--- src/rtl/mem_arbiter.sv ---
// Two-port arbiter in front of a single-port RAM with registered read data.
// Define MEM_ARBITER_ROUND_ROBIN_EN for round-robin; default is fixed priority (port 0 wins).
module mem_arbiter #(
    parameter int MEM_ADDR = 16,
    parameter int LEN_REG  = 32
) (
    input  logic                clk,
    input  logic                rst,
    input  logic                p0_req,
    input  logic                p0_we,
    input  logic [MEM_ADDR-1:0] p0_addr,
    input  logic [LEN_REG-1:0]  p0_wdata,
    output logic                p0_gnt,
    output logic                p0_rvalid,
    output logic [LEN_REG-1:0]  p0_rdata,
    input  logic                p1_req,
    input  logic                p1_we,
    input  logic [MEM_ADDR-1:0] p1_addr,
    input  logic [LEN_REG-1:0]  p1_wdata,
    output logic                p1_gnt,
    output logic                p1_rvalid,
    output logic [LEN_REG-1:0]  p1_rdata,
    output logic [MEM_ADDR-1:0] mem_A,
    output logic                mem_W,
    output logic [LEN_REG-1:0]  mem_D,
    input  logic [LEN_REG-1:0]  mem_Q
);

    // Handshake: a request is held with its addr/we/wdata until pN_gnt is seen
    // high in the same cycle; the access is issued to the RAM in that cycle.
    logic rd_valid_q, rd_valid_d;
    logic rd_owner_q, rd_owner_d;

`ifdef MEM_ARBITER_ROUND_ROBIN_EN
    logic last_gnt_q, last_gnt_d;
`endif

    always_comb begin
        p0_gnt = 1'b0;
        p1_gnt = 1'b0;
        if (!rst) begin
            if (p0_req && p1_req) begin
`ifdef MEM_ARBITER_ROUND_ROBIN_EN
                // On conflict the port that did not win last time goes first.
                if (last_gnt_q) p0_gnt = 1'b1;
                else            p1_gnt = 1'b1;
`else
                p0_gnt = 1'b1;
`endif
            end else begin
                p0_gnt = p0_req;
                p1_gnt = p1_req;
            end
        end
    end

    always_comb begin
        mem_A = '0;
        mem_W = 1'b0;
        mem_D = '0;
        if (p0_gnt) begin
            mem_A = p0_addr;
            mem_W = p0_we;
            mem_D = p0_wdata;
        end else if (p1_gnt) begin
            mem_A = p1_addr;
            mem_W = p1_we;
            mem_D = p1_wdata;
        end
    end

    always_comb begin
        rd_valid_d = (p0_gnt && !p0_we) || (p1_gnt && !p1_we);
        rd_owner_d = p1_gnt;
`ifdef MEM_ARBITER_ROUND_ROBIN_EN
        last_gnt_d = last_gnt_q;
        if (p0_gnt || p1_gnt) last_gnt_d = p1_gnt;
`endif
    end

    always_ff @(posedge clk) begin
        if (rst) begin
            rd_valid_q <= 1'b0;
            rd_owner_q <= 1'b0;
`ifdef MEM_ARBITER_ROUND_ROBIN_EN
            last_gnt_q <= 1'b1;
`endif
        end else begin
            rd_valid_q <= rd_valid_d;
            rd_owner_q <= rd_owner_d;
`ifdef MEM_ARBITER_ROUND_ROBIN_EN
            last_gnt_q <= last_gnt_d;
`endif
        end
    end

    // A reset arriving while a read return is in flight discards that return.
    assign p0_rvalid = rd_valid_q && !rd_owner_q && !rst;
    assign p1_rvalid = rd_valid_q &&  rd_owner_q && !rst;
    assign p0_rdata  = mem_Q;
    assign p1_rdata  = mem_Q;

endmodule

--- config.mk ---
export PLATFORM = sky130hd
export DESIGN_NAME = mem_arbiter
export DESIGN_NICKNAME = d
export VERILOG_FILES = /design/src/rtl/mem_arbiter.sv
export SDC_FILE = /design/constraint.sdc
export NUM_CORES = 1
export LEC_CHECK = 0
export BUFFER_PORTS_ARGS = -buffer_cell sky130_fd_sc_hd__buf_4
export CAP_MARGIN = 15
export CORE_AREA = 2 2 96 98
export CTS_CLUSTER_DIAMETER = 200
export DETAILED_ROUTE_END_ITERATION = 6
export DIE_AREA = 0 0 98 100
export PLACE_DENSITY_LB_ADDON = 0.12
export SETUP_SLACK_MARGIN = 0.15
export SYNTH_ARGS = -nofsm -noshare
export SYNTH_HDL_FRONTEND = slang
export SYNTH_SLANG_ARGS = --single-unit
--- constraint.sdc ---
create_clock -name clk -period 0.8 [get_ports clk]
set_input_delay 0 -clock clk [delete_from_list [all_inputs] [get_ports clk]]
set_output_delay 0 -clock clk [all_outputs]
set_load 0.02 [all_outputs]
# Word-level counts from Yosys, hierarchy flattened
# Index checks and enable logic that the tools add are counted.
[op_classes] n_lt_le_gt_ge=0 n_reduce_logical=12 div=0 bitwise=0 n_mul=0 n_mux=10 shifts=0 eq_ne=0 add_sub_neg=0
[op_table] cell="two-way mux 32 bit" count=2
[op_table] cell="two-way mux 16 bit" count=2
[op_table] cell="logical AND 1 bit" count=7
[op_table] cell="two-way mux 1 bit" count=6
[op_table] cell="zero test 1 bit" count=4
[op_table] cell="logical OR 1 bit" count=1
[word_totals] word_cells=24 rom_bits=0 memories=0 output_inout_bits=117 ramBits=0 regBits=2 latch_bits=0 input_bits=134

# Depth between registers and ports, before layout
# Gate-level depths: netlist of run 1.
[depth] depth_word=5 mapped_depth=4 ltp_nobuf=2

# Worst setup path after synthesis of run 1
# No wires, ideal clock.
[synth_timing] path_kind="flip-flop to output port" startpoint="register rd_valid_q" endpoint="output p0_rvalid" required_time_ns=0.800 arrival_ns=0.824 setup_slack_ns=-0.024 path_buffers=0 stages_incl_launch_ff=2 cell_sequence="dfxtp_1 > nor3b_1"
[synth_via] elab_chain_len=2
[synth_lines] element="start, declared" line_no="31" rtl="logic rd_valid_q, rd_valid_d;"
[synth_lines] element="start signal, assigned" line_no="89" rtl="rd_valid_q <= rd_valid_d;"
[synth_lines] element="logical AND 1 bit (2 in a row)" line_no="98" rtl="assign p0_rvalid = rd_valid_q && !rd_owner_q && !rst;"
[synth_lines] element="end, declared" line_no="14" rtl="output logic p0_rvalid,"
# Every way passes these cells.

# Worst setup path after layout of run 1
[layout_timing] startpoint="input p0_req" endpoint="output mem_D[18]"
[layout_via] elab_chain_len=5 elab_cells_between_ends=7 classes_between="mux: 6; reduce/logical: 1"
[layout_lines] element="start, declared" line_no="9" rtl="input logic p0_req,"
[layout_lines] element="logical AND 1 bit" line_no="42" rtl="if (p0_req && p1_req) begin"
[layout_lines] element="two-way mux 1 bit" line_no="42"
[layout_lines] element="two-way mux 1 bit" line_no="41" rtl="if (!rst) begin"
[layout_lines] element="two-way mux 32 bit" line_no="65" rtl="end else if (p1_gnt) begin"
[layout_lines] element="two-way mux 32 bit (*)" line_no="61" rtl="if (p0_gnt) begin"
[layout_lines] element="end, declared" line_no="25" rtl="output logic [LEN_REG-1:0] mem_D,"
# Mark *: on every way between the ends. The rest lies on a longest branch, timed or not.

==> results.cfg, run 1 <==
[power]
max-vdd-ir-drop_v = 0.000209
power.static_leakage_nw = 1.38
power_mw = 1.97
power.density_cell_area_nw_per_um2 = 799

[drt]
wire_per_inst_um = 18.1
drc = 0
route.final.wire_length_mm = 6.17
postRouteAntennaNets = 0
pre_antenna_drt_iters = 4
drt_first_iter_violations = 30
vias_per_cell = 4.50
route.vias.total = 1536

[setup_path]
worst_ep_arrival_time_ps = 830
crit_required_ps = 800
path_max_fanout = 8
cp-end-kind = output port
worst-setup-path-type = input pin to output port
critPathLaunchType = input pin

[clocking]
cts_root_buf = sky130_fd_sc_hd__clkbuf_8
cts_sinks = 2
h-tree-depth = 1
tritoncts = done
tritoncts.num_buffers = 3
clock_path_buffers = 2
cts-hold-fix-buffers = 0

[yosys]
synth.yosys.seq_area_share_pct = 3.39
yosysWarnings = 0
synthesis.area_um2 = 1180
syn-num-nets = 275
synthesis.instances = 141
syn-mean-instance-area_um2 = 8.39
synthDistinctLibCells = 12
yosys_register_bits = 2

[flow_run]
max_cap_violations = 0

[floorplanning]
chipHeight_um = 100
die_area_um2 = 9800
floorplan.die.width_um = 98
floorplan.core_area_um2 = 8890
floorplan.initialDensity_pct = 13.3
row_count = 35
boundaryPins = 251

[timing]
fin_hold_ws_ps = 0.0140
report.final.setup_viol = 48
finalCriticalPeriod_ps = 832
finalHoldViolCount = 0
worst-slew-pin-transition_ps = 423
rsz0062_at_grt = yes
fmax_mhz = 1200
final_max_slew_viol_count = 0
setup_slack_ps = -32.3
fin_crit_sh_pct = 104
slew_headroom_pct = 71.8

[run_status]
outcome = finished with violations
failed_checks = setup timing

[global_route]
grt_first_pass_wirelength_mm = 8.67
grt_pass1_vias = 1545
grt_antenna_before_repair = 0
largest_net_degree_at_the_start_of_global_routing = 53
groute.usage.overall_pct = 11.2
grt_overflow = 0

[layout]
finish.cell_count_without_fillers = 341
drive_gt1_share_pct = 97.8
nets = 366
area_growth_syn_to_layout_pct = 108
layout.core_utilization_pct = 27.7
n_antenna_cell = 0

[min_path]
min-delay-start = mem_Q[11]
holdPathEnd = p1_rdata[11]
worstHoldPathCells = 0
worst_hold_path_type = input pin to output port

[place]
place_ws_ps = -95.2
gp_congestion = 0.705
post-dp-hpwl_mm = 4.39
numPlacedInstances = 330
buffers_on_ports = 154
critical path, stage by stage:
cell	delay [ps]
sky130_fd_sc_hd__buf_6	100
sky130_fd_sc_hd__nor2_4	110
sky130_fd_sc_hd__buf_12	170
sky130_fd_sc_hd__buf_12	140
sky130_fd_sc_hd__a32o_2	190
sky130_fd_sc_hd__buf_6	120
per-layer routing:
metal / wire [um] / vias to the layer above / global-route usage, %
met5: 0 / - / 0
met4: 258 / 0 / 6.41
met2: 3240 / 122 / 21.0
met3: 652 / 40 / 2.86
li1: - / 677 / -
met1: 2010 / 697 / 11.3
metrics by stage:
stage / cell area, um^2 / TNS (ps)
2_1_floorplan: 1250 / 0
6_report: 2460 / -867
3_3_place_gp: 2050 / -4210
5_1_grt: 2460 / -2720
3_5_place_dp: 2050 / -3810
4_1_cts: 2410 / -977
synth_stat cells, drive strengths merged:
| master | instances | area (um^2) |
|---|---|---|
| and3b | 1 | 8.76 |
| buf | 76 | 574 |
| nor2b | 1 | 6.26 |
| nor2 | 1 | 6.26 |
| nor3b | 1 | 7.51 |
| a32o | 50 | 500 |
| inv | 2 | 7.51 |
| and2 | 2 | 12.5 |
| clkbuf | 5 | 18.8 |
| dfxtp | 2 | 40.0 |
where the power goes:
| group | switching [mW] | internal [mW] |
|---|---|---|
| sequential | 0.00233 | 0.107 |
| combinational | 0.586 | 0.868 |
| clock | 0.0869 | 0.319 |
logic make-up (layout without fill, tap and decap cells):
kind of cell / after synthesis / in the layout / share of synthesized area [%]
buffers and inverters: 83 / 172 / 50.8
AOI/OAI and AO/OA: 50 / 50 / 42.3
and+or+nand+nor: 6 / 6 / 3.49
DFF: 2 / 2 / 3.39
cells in the final DEF, fill, tap and decap left out, types with 2 or more instances in the layout:
cell	instances
sky130_fd_sc_hd__clkbuf_8	3
sky130_fd_sc_hd__buf_16	3
sky130_fd_sc_hd__buf_8	2
sky130_fd_sc_hd__buf_12	5
sky130_fd_sc_hd__dfxtp_2	2
sky130_fd_sc_hd__inv_1	2
sky130_fd_sc_hd__buf_4	102
sky130_fd_sc_hd__a32o_2	49
sky130_fd_sc_hd__buf_6	54
flip-flops by register name, summed over array words and instances (netlist names):
register and flops:
rd_valid_q 1, rd_owner_q 1
timing repair:
action,in CTS,in global routing
setup endpoints to repair,52,53
cloned,3,2
buffers inserted,2,1
pin swaps,4,39
gates resized for setup,60,3
worst max path at each step:
| stage | start | slack, ps | endpoint |
|---|---|---|---|
| 4_1_cts | p0_req | -50 | mem_A[8] |
| 3_5_place_dp | p1_req | -100 | mem_D[16] |
| 5_1_grt | rd_valid_q | -90 | p0_rvalid |
| 6_report | p0_req | -30 | mem_D[18] |
| 2_1_floorplan | p1_req | 130 | mem_A[0] |
| 3_3_place_gp | p1_req | -110 | mem_D[12] |
area by class of cell:
class,instances,area [um^2]
clock buffer,3,41.3
fill,936,6420
inverter,2,7.51
multi-input combinational,56,623
sequential,2,42.5
tap,111,139
timing repair buffer,167,1610
No activity file was read; power rests on OpenSTA's default activity.
==> run 2, diff against run 1 <==
==> constraint.sdc (replaced) <==
create_clock -name clk -period 0.8 [get_ports clk]
set_input_delay 0.04 -clock clk [delete_from_list [all_inputs] [get_ports clk]]
set_output_delay 0.04 -clock clk [all_outputs]
set_load 0.02 [all_outputs]
==> run 2 against run 1 <==
Against the previous run:
- the flow still finishes with violations (setup timing)
- non-clock buffer count is 6 lower
- via count down 2.9%
- cell area down 6.2%
- maximum frequency fell by 7.7%
- largest cell class unchanged
- largest power group unchanged
- highest routed layer unchanged
==> results.cfg, run 2 (synthesis results as in run 1) <==
[power]
power_mw = 1.84
power.density_cell_area_nw_per_um2 = 796
power.static_leakage_nw = 1.31
max-vdd-ir-drop_v = 0.000584

[layout]
n_antenna_cell = 0
finish.cell_count_without_fillers = 335
layout.core_utilization_pct = 26.0
nets = 360
most_common_cell_after_layout_fill_and_taps_aside = sky130_fd_sc_hd__buf_4
fin_area_um2 = 2310
area_growth_syn_to_layout_pct = 95.6
drive_gt1_share_pct = 97.8
leading_registers_by_flop_count = rd_owner_q (1), rd_valid_q (1)
layout.cells.most_common_list = sky130_fd_sc_hd__buf_4, sky130_fd_sc_hd__buf_6, sky130_fd_sc_hd__a32o_2

[setup_path]
cp_slowest_stage_delay_ps = 220
path_max_fanout = 42
worst_ep_arrival_time_ps = 860
cp_num_buf_inv = 3
worst-setup-path-type = input pin to output port
critical-path-top-delay-family = buffers and inverters
cpMaxStageDelayCell = sky130_fd_sc_hd__buf_12
crit_chain = buf_8 > nor2_4 > buf_12 > a32o_2 > buf_6
crit_required_ps = 760
critPathLaunchType = input pin
cp-end-kind = output port

[timing]
report.final.setup_viol = 51
final_max_slew_viol_count = 0
rsz0062_at_grt = yes
slew_headroom_pct = 73.1
finalCriticalPeriod_ps = 902
setup_slack_ps = -102
worst-slew-pin-transition_ps = 404
fin_crit_sh_pct = 113
fin_hold_ws_ps = 80.0
fin_setup_tns_ps = -3960
fmax_mhz = 1110
finalHoldViolCount = 0

[floorplanning]
floorplan.initialDensity_pct = 13.3
die_area_um2 = 9800
chipHeight_um = 100
boundaryPins = 251
row_count = 35
floorplan.core_area_um2 = 8890
floorplan.die.width_um = 98

[place]
placed_area_um2 = 2030
gp_congestion = 0.746
place_ws_ps = -154
post-dp-hpwl_mm = 4.55
numPlacedInstances = 330
buffers_on_ports = 154

[drt]
wire_per_inst_um = 17.5
route.final.wire_length_mm = 5.86
pre_antenna_drt_iters = 4
vias_per_cell = 4.45
drt_first_iter_violations = 16
route.vias.total = 1491
postRouteAntennaNets = 0
drc = 0

[clocking]
cts_root_buf = sky130_fd_sc_hd__clkbuf_8
tritoncts = done
h-tree-depth = 1
tritoncts.num_buffers = 3
cts_sinks = 2
cts-hold-fix-buffers = 0
clock_path_buffers = 2

[global_route]
largest_net_degree_at_the_start_of_global_routing = 53
groute.usage.overall_pct = 10.8
grt_antenna_before_repair = 0
grt_pass1_vias = 1494
grt_first_pass_wirelength_mm = 8.61
grt_overflow = 0

[min_path]
holdPathEnd = p0_rdata[28]
worst_hold_path_type = input pin to output port
worstHoldPathCells = 0
min-delay-start = mem_Q[28]

[run_status]
outcome = finished with violations
failed_checks = setup timing

[flow_run]
max_cap_violations = 0
run 2: cell type report:
class	count	area, um^2
multi-input combinational	56	623
timing repair buffer	161	1460
tap	111	139
clock buffer	3	41.3
inverter	2	7.51
fill	990	6580
sequential	2	42.5
run 2: power by group:
part           switching, mW  internal (mW)  leakage, nW
clock                 0.0685          0.317       0.0216
sequential           0.00236          0.107       0.0172
combinational          0.551          0.794         1.27
total                  0.621           1.22         1.31
run 2: routing by layer:
metal	vias up	wire (um)	GRT usage, %
met5	-	0	0
li1	661	-	-
met3	26	639	3.20
met1	683	2050	11.8
met4	0	187	4.06
met2	121	2980	19.8
run 2: how the worst max path moves through the flow:
stage	start	to	slack [ps]	cells past startpoint
finish	rst	mem_A[3]	-100	5
global route	rst	mem_D[28]	-150	5
CTS	rst	mem_D[11]	-100	5
detailed placement	p1_req	mem_A[11]	-150	3
global placement	p1_req	mem_A[11]	-180	3
floorplan	p0_req	mem_A[10]	60	4
run 2: what timing repair did:
action / CTS / global route
setup endpoints to repair: 53 / 53
gates resized for setup: 62 / 2
gates cloned: 1 / 0
buffers inserted: 1 / 0
pin swaps: 2 / 8
==> run 3, diff against run 2 <==
==> constraint.sdc (replaced) <==
create_clock -name clk -period 0.8 [get_ports clk]
set_input_delay 0.04 -clock clk [delete_from_list [all_inputs] [get_ports clk]]
set_output_delay 0.04 -clock clk [all_outputs]
set_load 0.05 [all_outputs]
==> run 3 against run 2 <==
Against the previous run:
- the flow still finishes with violations (setup timing)
- worst hold slack about the same
- non-clock buffer count up 9
- cell count up 2.7%
- critical path depth down 3
- global-route usage up 0.35 points
- combinational power up 34%
- clock power up 2%
- flip-flop and latch count unchanged
- clock-buffer cell count unchanged
- critical path type is now register to output port
- largest cell class unchanged
==> results.cfg, run 3 (synthesis results as in run 1) <==
[run_status]
outcome = finished with violations
failed_checks = setup timing

[timing]
fmax_mhz = 1050
rsz0062_at_grt = yes
finalCriticalPeriod_ps = 951
slew_headroom_pct = 89.3
final_max_slew_viol_count = 0
fin_setup_tns_ps = -6310
fin_crit_sh_pct = 119
report.final.setup_viol = 52
worst-slew-pin-transition_ps = 160
setup_slack_ps = -151
finalHoldViolCount = 0

[drt]
drt-met1-wl_mm = 2.10
highest_layer = met4
wire_per_inst_um = 18.1
route.vias.total = 1517
postRouteAntennaNets = 0
route.final.wire_length_mm = 6.23
vias_per_cell = 4.41
length_of_routed_met3_wiring_um = 716
drc = 0
wl_met2_mm = 3.32
drt_first_iter_violations = 17
pre_antenna_drt_iters = 4

[floorplanning]
die_area_um2 = 9800
floorplan.core_area_um2 = 8890
boundaryPins = 251
floorplan.die.width_um = 98
row_count = 35
floorplan.initialDensity_pct = 13.3
chipHeight_um = 100

[min_path]
worst_hold_path_type = input pin to output port
worstHoldPathCells = 0

[setup_path]
cp_slowest_stage_delay_ps = 320
cpMaxStageDelayCell = sky130_fd_sc_hd__dfxtp_2
critPathLaunchType = register
crit_required_ps = 760
worst-setup-path-type = register to output port
cp-end-kind = output port
worst_ep_arrival_time_ps = 910
path_max_fanout = 2
crit_chain = nor3b_4 > buf_6

[clocking]
h-tree-depth = 1
cts_root_buf = sky130_fd_sc_hd__clkbuf_8
clk_transition_reported_paths_ps = 30
tritoncts.num_buffers = 3
clock_path_buffers = 2
tritoncts = done
cts_sinks = 2

[place]
buffers_on_ports = 154
gp_congestion = 0.763
post-dp-hpwl_mm = 4.98

[global_route]
grt_overflow = 0
grt_pass1_vias = 1467
grt_antenna_before_repair = 0
largest_net_degree_at_the_start_of_global_routing = 32
groute.usage.overall_pct = 11.2
grt_first_pass_wirelength_mm = 8.64

[layout]
nets = 369
drive_gt1_share_pct = 98.7
layout.core_utilization_pct = 27.5
layout.cells.most_common_list = sky130_fd_sc_hd__buf_4, sky130_fd_sc_hd__a32o_2, sky130_fd_sc_hd__buf_6
n_antenna_cell = 0
leading_registers_by_flop_count = rd_owner_q (1), rd_valid_q (1)
n_fill_cell = 962
most_common_cell_after_layout_fill_and_taps_aside = sky130_fd_sc_hd__buf_4
area_growth_syn_to_layout_pct = 107

[power]
power.density_cell_area_nw_per_um2 = 939
max-vdd-ir-drop_v = 0.000395
power.static_leakage_nw = 1.38

[flow_run]
max_cap_violations = 0
-- run 3: cell type report --
class                      count  area [um^2]  area share [%]
timing repair buffer         170         1580            64.7
clock buffer                   3         41.3            1.69
sequential                     2         42.5            1.74
multi-input combinational     56          633            25.9
inverter                       2         7.51           0.307
tap                          111          139            5.68
-- run 3: worst paths after layout --
kind,slack (ps),to,from
max,-150,p0_rvalid,rd_owner_q
min,80,p0_rdata[9],mem_Q[9]
-- run 3: worst max-delay path: cells and delay by family (launching register included) --
kind / cells / cell delay [ps]
flip-flops: 1 / 320
AND/OR/NAND/NOR: 1 / 200
buffers and inverters: 1 / 180
-- run 3: per-stage QoR --
step           std cells  setup slack, ps  area (um^2)  total power [mW]  hold WS (ps)
2_1_floorplan        141            -33.9         1290              1.88           146
3_3_place_gp         335             -203         2110              1.74          80.5
3_5_place_dp         335             -193         2110              1.73          80.5
4_1_cts              342             -167         2390              2.29          80.5
5_1_grt              344             -193         2440              2.39          80.1
6_report             344             -151         2440              2.30          80.0
-- run 3: power breakdown --
| group | switching [mW] | leakage, nW | total [mW] | internal [mW] |
|---|---|---|---|---|
| clock | 0.0774 | 0.0216 | 0.395 | 0.318 |
| sequential | 0.00314 | 0.0172 | 0.110 | 0.107 |
| combinational | 0.927 | 1.34 | 1.79 | 0.863 |
-- run 3: per-layer routing --
metal / up-vias / GRT usage (%)
li1: 683 / -
met5: - / 0
met4: 0 / 3.53
met1: 684 / 11.9
met3: 16 / 3.69
met2: 134 / 20.9
-- run 3: repair_timing --
| action | CTS | global route |
|---|---|---|
| gates resized for setup | 57 | 10 |
| hold buffers | 0 | 0 |
| setup endpoints to repair | 53 | 54 |
| gates cloned | 1 | 0 |
| buffers inserted | 3 | 2 |
| pin swaps | 4 | 0 |
